--- src/rtl/if_prefetch_pkg.sv ---
// Shared types and default parameters for the instruction-fetch front end.
// Every other if_prefetch file imports this package.
package if_prefetch_pkg;

    localparam int unsigned IROM_ADDR_W = 14;
    localparam logic [31:0] IF_RESET_PC = 32'h0000_0000;
    localparam int unsigned IF_DEPTH    = 4;

    // One buffered fetch result: 64 bits wide, with the PC in the upper half.
    typedef struct packed {
        logic [31:0] pc;
        logic [31:0] inst;
    } fetch_entry_t;

    // What the PC does at the end of the current cycle.
    typedef enum logic [1:0] {
        OP_HOLD,
        OP_ISSUE,
        OP_REDIRECT
    } fetch_op_e;

    function automatic logic [31:0] word_align(input logic [31:0] pc);
        return pc & ~32'h0000_0003;
    endfunction

endpackage

--- src/rtl/if_prefetch_if.sv ---
// Bundle of the IROM, redirect and ID-handshake signals for the fetch front end.
// The master side is the prefetch unit; the slave side is IROM plus the pipeline.
interface if_prefetch_if
    import if_prefetch_pkg::*;
#(
    parameter int unsigned ADDR_W = IROM_ADDR_W,
    parameter int unsigned DEPTH  = IF_DEPTH
);
    localparam int unsigned CNT_W = $clog2(DEPTH) + 1;

    logic [ADDR_W-1:0] inst_addr;
    logic [31:0]       inst;
    logic              redirect;
    logic [31:0]       redirect_pc;
    logic              id_valid;
    logic              id_ready;
    logic [31:0]       id_pc;
    logic [31:0]       id_inst;
    logic [CNT_W-1:0]  fifo_count;

    modport master (
        output inst_addr,
        input  inst,
        input  redirect,
        input  redirect_pc,
        output id_valid,
        input  id_ready,
        output id_pc,
        output id_inst,
        output fifo_count
    );

    modport slave (
        input  inst_addr,
        output inst,
        output redirect,
        output redirect_pc,
        input  id_valid,
        output id_ready,
        input  id_pc,
        input  id_inst,
        input  fifo_count
    );

endinterface

--- src/rtl/if_prefetch_fifo.sv ---
// Synchronous FIFO that holds {pc, inst} entries for the prefetch queue.
// Flush wins over push and pop, and pointers wrap modulo DEPTH (a power of 2).
module if_fifo
    import if_prefetch_pkg::*;
#(
    parameter int unsigned DEPTH = IF_DEPTH,
    localparam int unsigned PTR_W = $clog2(DEPTH),
    localparam int unsigned CNT_W = PTR_W + 1
) (
    input  logic             clk,
    input  logic             rst,
    input  logic             push,
    input  fetch_entry_t     push_data,
    input  logic             pop,
    input  logic             flush,
    output fetch_entry_t     head,
    output logic             empty,
    output logic [CNT_W-1:0] count
);

    fetch_entry_t     mem_q [DEPTH];
    fetch_entry_t     mem_d [DEPTH];
    logic [PTR_W-1:0] wr_ptr_q, wr_ptr_d;
    logic [PTR_W-1:0] rd_ptr_q, rd_ptr_d;
    logic [CNT_W-1:0] count_q, count_d;
    logic             full;
    logic             do_push;
    logic             do_pop;

    assign empty = (count_q == '0);
    assign full  = (count_q == CNT_W'(DEPTH));
    assign count = count_q;
    assign head  = mem_q[rd_ptr_q];

    // The guards are only a safety net: the fetch credit already rules out overflow.
    always_comb begin
        do_push  = push && !full;
        do_pop   = pop && !empty;
        mem_d    = mem_q;
        wr_ptr_d = wr_ptr_q;
        rd_ptr_d = rd_ptr_q;
        count_d  = count_q;

        if (flush) begin
            wr_ptr_d = '0;
            rd_ptr_d = '0;
            count_d  = '0;
        end else begin
            if (do_push) begin
                mem_d[wr_ptr_q] = push_data;
                wr_ptr_d        = wr_ptr_q + 1'b1;
            end
            if (do_pop) begin
                rd_ptr_d = rd_ptr_q + 1'b1;
            end
            case ({do_push, do_pop})
                2'b10:   count_d = count_q + 1'b1;
                2'b01:   count_d = count_q - 1'b1;
                default: count_d = count_q;
            endcase
        end
    end

    always_ff @(posedge clk) begin
        if (rst) begin
            wr_ptr_q <= '0;
            rd_ptr_q <= '0;
            count_q  <= '0;
        end else begin
            wr_ptr_q <= wr_ptr_d;
            rd_ptr_q <= rd_ptr_d;
            count_q  <= count_d;
        end
    end

    always_ff @(posedge clk) begin
        mem_q <= mem_d;
    end

endmodule

--- src/rtl/if_prefetch.sv ---
// Instruction-fetch front end: owns the PC, issues one IROM read per cycle and
// queues the {pc, inst} results for ID. A redirect flushes all in-flight and queued work.
module if_prefetch
    import if_prefetch_pkg::*;
#(
    parameter int unsigned ADDR_W   = IROM_ADDR_W,
    parameter int unsigned DEPTH    = IF_DEPTH,
    parameter logic [31:0] RESET_PC = IF_RESET_PC
) (
    input  logic          cpu_clk,
    input  logic          cpu_rst,
    if_prefetch_if.master bus
);

    localparam int unsigned CNT_W = $clog2(DEPTH) + 1;

    logic [31:0]      fetch_pc_q, fetch_pc_d;
    logic             inflight_q, inflight_d;
    logic [31:0]      inflight_pc_q, inflight_pc_d;
    fetch_op_e        fetch_op;
    logic             pop;
    logic             push;
    logic             flush;
    logic             empty;
    logic [CNT_W-1:0] count;
    logic [CNT_W:0]   credit_used;
    fetch_entry_t     head;
    fetch_entry_t     push_data;

    if_fifo #(
        .DEPTH(DEPTH)
    ) u_fifo (
        .clk      (cpu_clk),
        .rst      (cpu_rst),
        .push     (push),
        .push_data(push_data),
        .pop      (pop),
        .flush    (flush),
        .head     (head),
        .empty    (empty),
        .count    (count)
    );

    assign bus.inst_addr  = fetch_pc_q[ADDR_W+1:2];
    assign bus.id_valid   = !empty;
    assign bus.id_pc      = head.pc;
    assign bus.id_inst    = head.inst;
    assign bus.fifo_count = count;

    // The outstanding IROM response counts against the queue space, so a
    // response never lands in a full queue. The redirect overrides everything.
    always_comb begin
        pop         = !empty && bus.id_ready;
        credit_used = {1'b0, count} - (CNT_W+1)'(pop) + (CNT_W+1)'(inflight_q);

        if (bus.redirect) begin
            fetch_op = OP_REDIRECT;
        end else if (credit_used < (CNT_W+1)'(DEPTH)) begin
            fetch_op = OP_ISSUE;
        end else begin
            fetch_op = OP_HOLD;
        end

        fetch_pc_d    = fetch_pc_q;
        inflight_d    = 1'b0;
        inflight_pc_d = inflight_pc_q;
        case (fetch_op)
            OP_REDIRECT: fetch_pc_d = word_align(bus.redirect_pc);
            OP_ISSUE: begin
                fetch_pc_d    = fetch_pc_q + 32'd4;
                inflight_d    = 1'b1;
                inflight_pc_d = fetch_pc_q;
            end
            default: fetch_pc_d = fetch_pc_q;
        endcase

        flush          = bus.redirect;
        push           = inflight_q && !bus.redirect;
        push_data.pc   = inflight_pc_q;
        push_data.inst = bus.inst;
    end

    always_ff @(posedge cpu_clk) begin
        if (cpu_rst) begin
            fetch_pc_q    <= RESET_PC;
            inflight_q    <= 1'b0;
            inflight_pc_q <= RESET_PC;
        end else begin
            fetch_pc_q    <= fetch_pc_d;
            inflight_q    <= inflight_d;
            inflight_pc_q <= inflight_pc_d;
        end
    end

endmodule

--- src/flat_wrapper.sv ---
// flat-port wrapper written by rule: the top's interface ports become plain ports
module if_prefetch_flat import if_prefetch_pkg::*;
#(
    parameter int unsigned ADDR_W   = IROM_ADDR_W,
    parameter int unsigned DEPTH    = IF_DEPTH,
    parameter logic [31:0] RESET_PC = IF_RESET_PC
)
  (cpu_clk, cpu_rst, bus_inst_addr, bus_inst, bus_redirect, bus_redirect_pc, bus_id_valid, bus_id_ready, bus_id_pc, bus_id_inst, bus_fifo_count);
  if_prefetch_if #(.ADDR_W(ADDR_W), .DEPTH(DEPTH)) bus_i ();
  input  logic cpu_clk;
  input  logic cpu_rst;
  output wire logic [$bits(bus_i.inst_addr)-1:0] bus_inst_addr;
  input wire logic [$bits(bus_i.inst)-1:0] bus_inst;
  input wire logic [$bits(bus_i.redirect)-1:0] bus_redirect;
  input wire logic [$bits(bus_i.redirect_pc)-1:0] bus_redirect_pc;
  output wire logic [$bits(bus_i.id_valid)-1:0] bus_id_valid;
  input wire logic [$bits(bus_i.id_ready)-1:0] bus_id_ready;
  output wire logic [$bits(bus_i.id_pc)-1:0] bus_id_pc;
  output wire logic [$bits(bus_i.id_inst)-1:0] bus_id_inst;
  output wire logic [$bits(bus_i.fifo_count)-1:0] bus_fifo_count;
  assign bus_inst_addr = bus_i.inst_addr;
  assign bus_i.inst = bus_inst;
  assign bus_i.redirect = bus_redirect;
  assign bus_i.redirect_pc = bus_redirect_pc;
  assign bus_id_valid = bus_i.id_valid;
  assign bus_i.id_ready = bus_id_ready;
  assign bus_id_pc = bus_i.id_pc;
  assign bus_id_inst = bus_i.id_inst;
  assign bus_fifo_count = bus_i.fifo_count;
  if_prefetch #(.ADDR_W(ADDR_W), .DEPTH(DEPTH), .RESET_PC(RESET_PC)) u_core (.cpu_clk(cpu_clk), .cpu_rst(cpu_rst), .bus(bus_i));
endmodule
--- config.mk ---
export PLATFORM = sky130hd
export DESIGN_NAME = if_prefetch_flat
export DESIGN_NICKNAME = d
export VERILOG_FILES = /design/src/rtl/if_prefetch_pkg.sv /design/src/rtl/if_prefetch_if.sv /design/src/rtl/if_prefetch_fifo.sv /design/src/rtl/if_prefetch.sv /design/src/flat_wrapper.sv
export SDC_FILE = /design/constraint.sdc
export NUM_CORES = 1
export LEC_CHECK = 0
export BUFFER_PORTS_ARGS = -buffer_cell sky130_fd_sc_hd__buf_4
export CORE_MARGIN = 3
export CORE_UTILIZATION = 33
export CTS_CLUSTER_SIZE = 16
export DETAILED_ROUTE_END_ITERATION = 16
export PLACE_DENSITY = 0.47
export SETUP_SLACK_MARGIN = 0.02
export SYNTH_ARGS = -nofsm -noshare
export SYNTH_HDL_FRONTEND = slang
export SYNTH_HIERARCHICAL = 1
export SYNTH_SLANG_ARGS = --single-unit
--- constraint.sdc ---
create_clock -name cpu_clk -period 10.18 [get_ports cpu_clk]
set_input_delay 0.509 -clock cpu_clk [delete_from_list [all_inputs] [get_ports cpu_clk]]
set_output_delay 0.509 -clock cpu_clk [all_outputs]
set_load 0.01 [all_outputs]
Yosys cells after proc, flatten, opt, wreduce, memory -nomap -nowiden
Index checks and enable logic that the tools add are counted.

word-level totals
  output and inout bits = 82
  register bits = 328
  input port bits = 68

operators by class
  reductions and logical operators = 13
  eq/ne operators = 5
  muxes and demuxes = 11
  add/subtract/negate cells = 7
  order comparisons = 4
  bitwise gates (word level) = 3

operators by type and width
  kind                   count
  $bwmux 256             1
  $mux 64                3
  $bmux 64 s2            1
  $demux 64 s2           1
  $pmux 32 s2            1
  $add 32x3->32 const B  1
  $ge 3x3->1 const B     2
  $not 2->3              2
  $pmux 3 s2             1
  $logic_and 1x1->1      5
  $add 2x1->2 const B    2
  $add 4x1->4            1
  $eq 2x1->1 const B     2
  $eq 2x2->1 const B     2
  $lt 4x3->1 const B     1
  $reduce_bool 2->1      2
  $sub 3x1->4            1
  $add 3x1->3 const B    1
  $eq 3x3->1 const B     1
  $logic_not 1->1        3
  $logic_not 3->1        1
  $lt 3x1->1 const B     1
  $sub 3x1->3 const B    1
  $mux 1                 2
  4 further kinds        4

Depth between registers and ports, before layout
  depth in word-level cells = 10
  gate-level depth with buffers = 13
  depth with buffers taken out = 10

Modules after synthesis
Netlist, hierarchy kept.

modules (own cells, without submodules)
  module       cells an instance  area each (um^2)  seq. area each (um^2)  instances
  if_fifo      385                9694.3            7827.5                 1
  if_prefetch  397                3191.8            1221.2                 1

Least setup slack after synthesis
OpenSTA, ideal clock, no wires.

  kind = input to register
  start = in bus_redirect
  end = reg u_core/u_fifo/mem_q[100] in the netlist's numbering (enable)
  cell stages on the path = 5
  arrival = 5.886 ns
  data required time = 9.602 ns
  setup slack = 3.716 ns
  cells stage by stage = clkbuf_1 -> clkbuf_1 -> nor2_1 -> o31ai_2 -> nor3b_1

on the way
  cells in the longest elaborated chain, start to end = 4
  elaborated cells between the ends (all ways) = 5

ends and longest elaborated chain
  what                               line                    source
  start: declaration                 flat_wrapper.sv:14      input wire logic [$bits(bus_i.redirect)-1:0] bus_redirect;
  $logic_not 1->1                    if_prefetch.sv:78       push = inflight_q && !bus.redirect;
  $logic_and 1x1->1                  if_prefetch.sv:78
  net u_core.push                    if_prefetch.sv:22       logic push;
  $logic_and 1x1->1                  if_prefetch_fifo.sv:37  do_push = push && !full;
  $reduce_and 2->1 (no source line)  -
  end signal: assignment             if_prefetch_fifo.sv:77  mem_q <= mem_d;
  end: declaration                   if_prefetch_fifo.sv:21  fetch_entry_t mem_q [DEPTH];

The timed path passes the listed nets, and every way through them passes these cells.
A chain may end at the register's enable or synchronous reset.

Worst setup path in the final report
  start = reg u_core.u_fifo.count_q[2], in the netlist u_core/u_fifo/count[2]
  end = reg u_core.fetch_pc_q[10]

on the way
  cells in the longest elaborated chain, start to end = 10
  elaborated cells between the ends (all ways) = 12

ends and longest elaborated chain
  what                                              line                    source
  start: declaration                                if_prefetch_fifo.sv:25  logic [CNT_W-1:0] count_q, count_d;
  start signal: assignment                          if_prefetch_fifo.sv:72  count_q <= count_d;
  $logic_not 3->1 (*)                               if_prefetch_fifo.sv:30  assign empty = (count_q == '0);
  net u_core.empty                                  if_prefetch.sv:24       logic empty;
  $logic_not 1->1 (*)                               if_prefetch.sv:53       pop = !empty && bus.id_ready;
  $logic_and 1x1->1 (*)                             if_prefetch.sv:53
  net u_core.pop                                    if_prefetch.sv:21       logic pop;
  $sub 3x1->4 (*)                                   if_prefetch.sv:54       credit_used = {1'b0, count} - (CNT_W+1)'(pop) + (CNT_W+1)'(inflight_q);
  $add 4x1->4 (*)                                   if_prefetch.sv:54
  $lt 4x3->1 (*)                                    if_prefetch.sv:58       end else if (credit_used < (CNT_W+1)'(DEPTH)) begin
  $mux 1 (*)                                        if_prefetch.sv:58
  $mux 2 (*)                                        if_prefetch.sv:56       if (bus.redirect) begin
  $eq 2x1->1 or $eq 2x2->1 (tied branches)          if_prefetch.sv:67       case (fetch_op)
  $pmux 32 s2 or $reduce_bool 2->1 (tied branches)  -
  end signal: assignment                            if_prefetch.sv:89       fetch_pc_q <= fetch_pc_d;
  end: declaration                                  if_prefetch.sv:17       logic [31:0] fetch_pc_q, fetch_pc_d;

Mark *: on every way through the listed nets, which the timed path passes. The rest lies on a longest branch.

==> impl_metrics.json <==
{
  "gr-usage-met2_pct": 21.84,
  "pin_count": 150,
  "start_util_pct": 33.81,
  "dr.pass1.iters": 5,
  "grt_pass1_vias": 7228,
  "wl_mm": 28.92,
  "synth_cell_types": 54,
  "ctsLongestPathBuffers": 3,
  "clk_pin_slew_worst_paths_ps": 60,
  "nNetsFinal": 1010,
  "synth_edf_count": 256,
  "cap_violations": 0,
  "core_um2": 38110,
  "die_h_um": 203.6,
  "synthTopCellsByArea": "edfxtp_1 60%, mux4_2 11%, dfxtp_1 11%, nand2_1 2.2%, a21oi_1 2.1%",
  "end_kind": "flop",
  "hold_buffers": 0,
  "setup_viol": 0,
  "pre_cts_ws_ps": 6406,
  "diodes": 0,
  "status": "finished, final reports clean",
  "fmax_ghz": 0.2673,
  "ys_warn_count": 6,
  "clock_skew_ps": 13.68,
  "die_area_um2": 41460,
  "setup_ws_ps": 6439,
  "antenna_found_initial": 0,
  "setup_tns_ps": 0,
  "grt_max_degree": 71,
  "avgSynthCellArea_um2": 16.48,
  "syn_inst": 782,
  "synth_largest_area_cell": "edfxtp_1",
  "placementRows": 71,
  "grt.met1_usage_pct": 19.69,
  "max-vdd-ir-drop_mv": 0.09476,
  "area_delta_synth_final_pct": 20.30,
  "rsz0062_at_grt": "false",
  "grt_use_total_pct": 13.90,
  "critPathArrivalTime_ps": 4090,
  "drtIter0Drc": 349,
  "min_path_type": "primary input to flop",
  "ctsResizeCount": 0,
  "relSlewSlack_pct": 34.01,
  "drive_above_1_share_pct": 29.75,
  "gp_congestion": 0.7239,
  "p_leak_nw": 5.257,
  "cts_tree": "done",
  "route.vias.total": 7027,
  "overflow": 0,
  "top_usage_layer": "met2",
  "drcViolationCount": 0,
  "clk_latency_ps": 510,
  "final_area_um2": 15500,
  "grt_pass1_wl_mm": 44.23,
  "fin_util_pct": 40.68,
  "viasPerCell": 4.784,
  "die_w_um": 203.6,
  "hold_depth": 1,
  "antenna_left": 0,
  "min_period_ps": 3741,
  "yosysSeqAreaShare_pct": 70.22,
  "netlist_area_um2": 12890,
  "async_reset_ff_share_pct": 0,
  "htree_num_levels": 2,
  "crit_fanout": 23,
  "wl_per_cell_um": 19.69,
  "final-hold-violation-count": 0,
  "synth_top_area_share_pct": 59.66,
  "dp_hpwl_mm": 17.40,
  "crit_required_ps": 10530,
  "slew_viol_final": 0,
  "worst_pin_slew_ps": 985.6,
  "worst-r2r-cell-count": 12,
  "ys.flop_type": "edfxtp_1",
  "p_per_area_nw_per_um2": 178.2,
  "cts_root_buffer": "clkbuf_16",
  "fin_crit_sh_pct": 36.74,
  "cp-start-kind": "flop",
  "cts_buffers": 37,
  "io_buffers": 147,
  "synth_seq_cells": 324,
  "dpl_cell_area_um2": 14430,
  "cts_setup_buffers": 0,
  "grtUsageMet3_pct": 2.809,
  "timing_worst_setup_path_type": "flop to flop",
  "clock_sinks": 324
}
[per-stage QoR]
| step | std cells | hold slack (ps) | power, mW |
|---|---|---|---|
| after floorplan | 789 | 441.0 | 1.544 |
| after global placement | 1404 | 456.3 | 1.601 |
| after detailed placement | 1404 | 473.5 | 1.602 |
| after CTS | 1469 | 169.8 | 2.810 |
| after global routing | 1469 | 175.8 | 2.881 |
| final | 1469 | 202.0 | 2.763 |
[cells in the final DEF, fill, tap and decap left out, types with 10 or more instances in the layout]
cell       Yosys  layout
clkbuf_1      22      10
nor2b_1       14      14
inv_1         34      34
clkinv_1       0      12
mux4_2        64      64
nor2_1        11      11
o21a_1        14      14
edfxtp_1     256     256
clkbuf_16      0      37
a21oi_1       55      54
xor2_1        14      14
a211oi_1      11      11
buf_4         17     161
nand2_1       76      76
dfxtp_1       68      66
[where the power goes]
part | switching (mW) | internal (mW) | total (mW)
clock network | 0.494 | 0.697 | 1.19
registers | 0.0233 | 1.45 | 1.47
logic | 0.0550 | 0.0486 | 0.104
[flip-flops by register name (all words and copies together), names as in the netlist]
name	cells
u_core/u_fifo/mem_q	256
u_core/fetch_pc_q	30
u_core/inflight_pc_q	30
u_core/u_fifo/count	3
u_core/u_fifo/rd_ptr_q	2
u_core/u_fifo/wr_ptr_q	2
u_core/inflight_q	1
[per-layer routing]
layer	wire [um]	vias to the layer above
met5	0	-
met4	690	0
met3	1286	43
met2	13380	154
met1	13560	3510
li1	-	3320
[cells in the mapped netlist, drive strengths merged, types with 3 or more instances]
cell     number
edfxtp      256
nand2        77
dfxtp        68
mux4         64
a21oi        55
buf          35
inv          34
clkbuf       22
a2111oi      17
nor2b        14
o21a         14
xor2         14
a211oi       11
nor2         11
ha            9
nor3          9
nand3         8
nand4         8
and4          6
and3          5
o21ai         5
nor3b         4
xnor2         4
or4           3
[worst max-delay path: stages (launching register included)]
cell and delay, ps:
dfxtp_1 360, nor3_1 500, nor2b_1 180, ha_1 220, inv_1 50, ha_1 210
and3b_1 170, or4_1 470, buf_4 260, a21oi_2 550, buf_4 360, and3_1 180
a2111oi_0 50
[final timing paths]
check,start,end,slack [ps]
hold / removal,bus_inst[6],u_core/u_fifo/mem_q[198],200
setup reg to reg,u_core/u_fifo/count[2],u_core/fetch_pc_q[10],6440
setup / recovery,u_core/u_fifo/count[2],u_core/fetch_pc_q[10],6440
hold reg to reg,u_core/fetch_pc_q[31],u_core/inflight_pc_q[31],480
[cells by family after synthesis]
logic type      share of synthesized area, %
other cells                          0.02910
compound gates                         6.175
simple gates                           6.185
buf+inv                                3.796
mux                                    11.34
flops                                  70.22
xor+xnor                               1.223
fa+ha+maj                              1.029
[area by class of cell]
type                    instances  area (um^2)
repair buffers                161         1209
flip-flops and latches        324         9056
clock inverters                17        95.09
inverters                      34        127.6
fillers                      3517        22610
multi-input cells             374         3398
clock buffers                  48        977.2
well taps                     511        639.4
(Power assumes the default switching activity.)
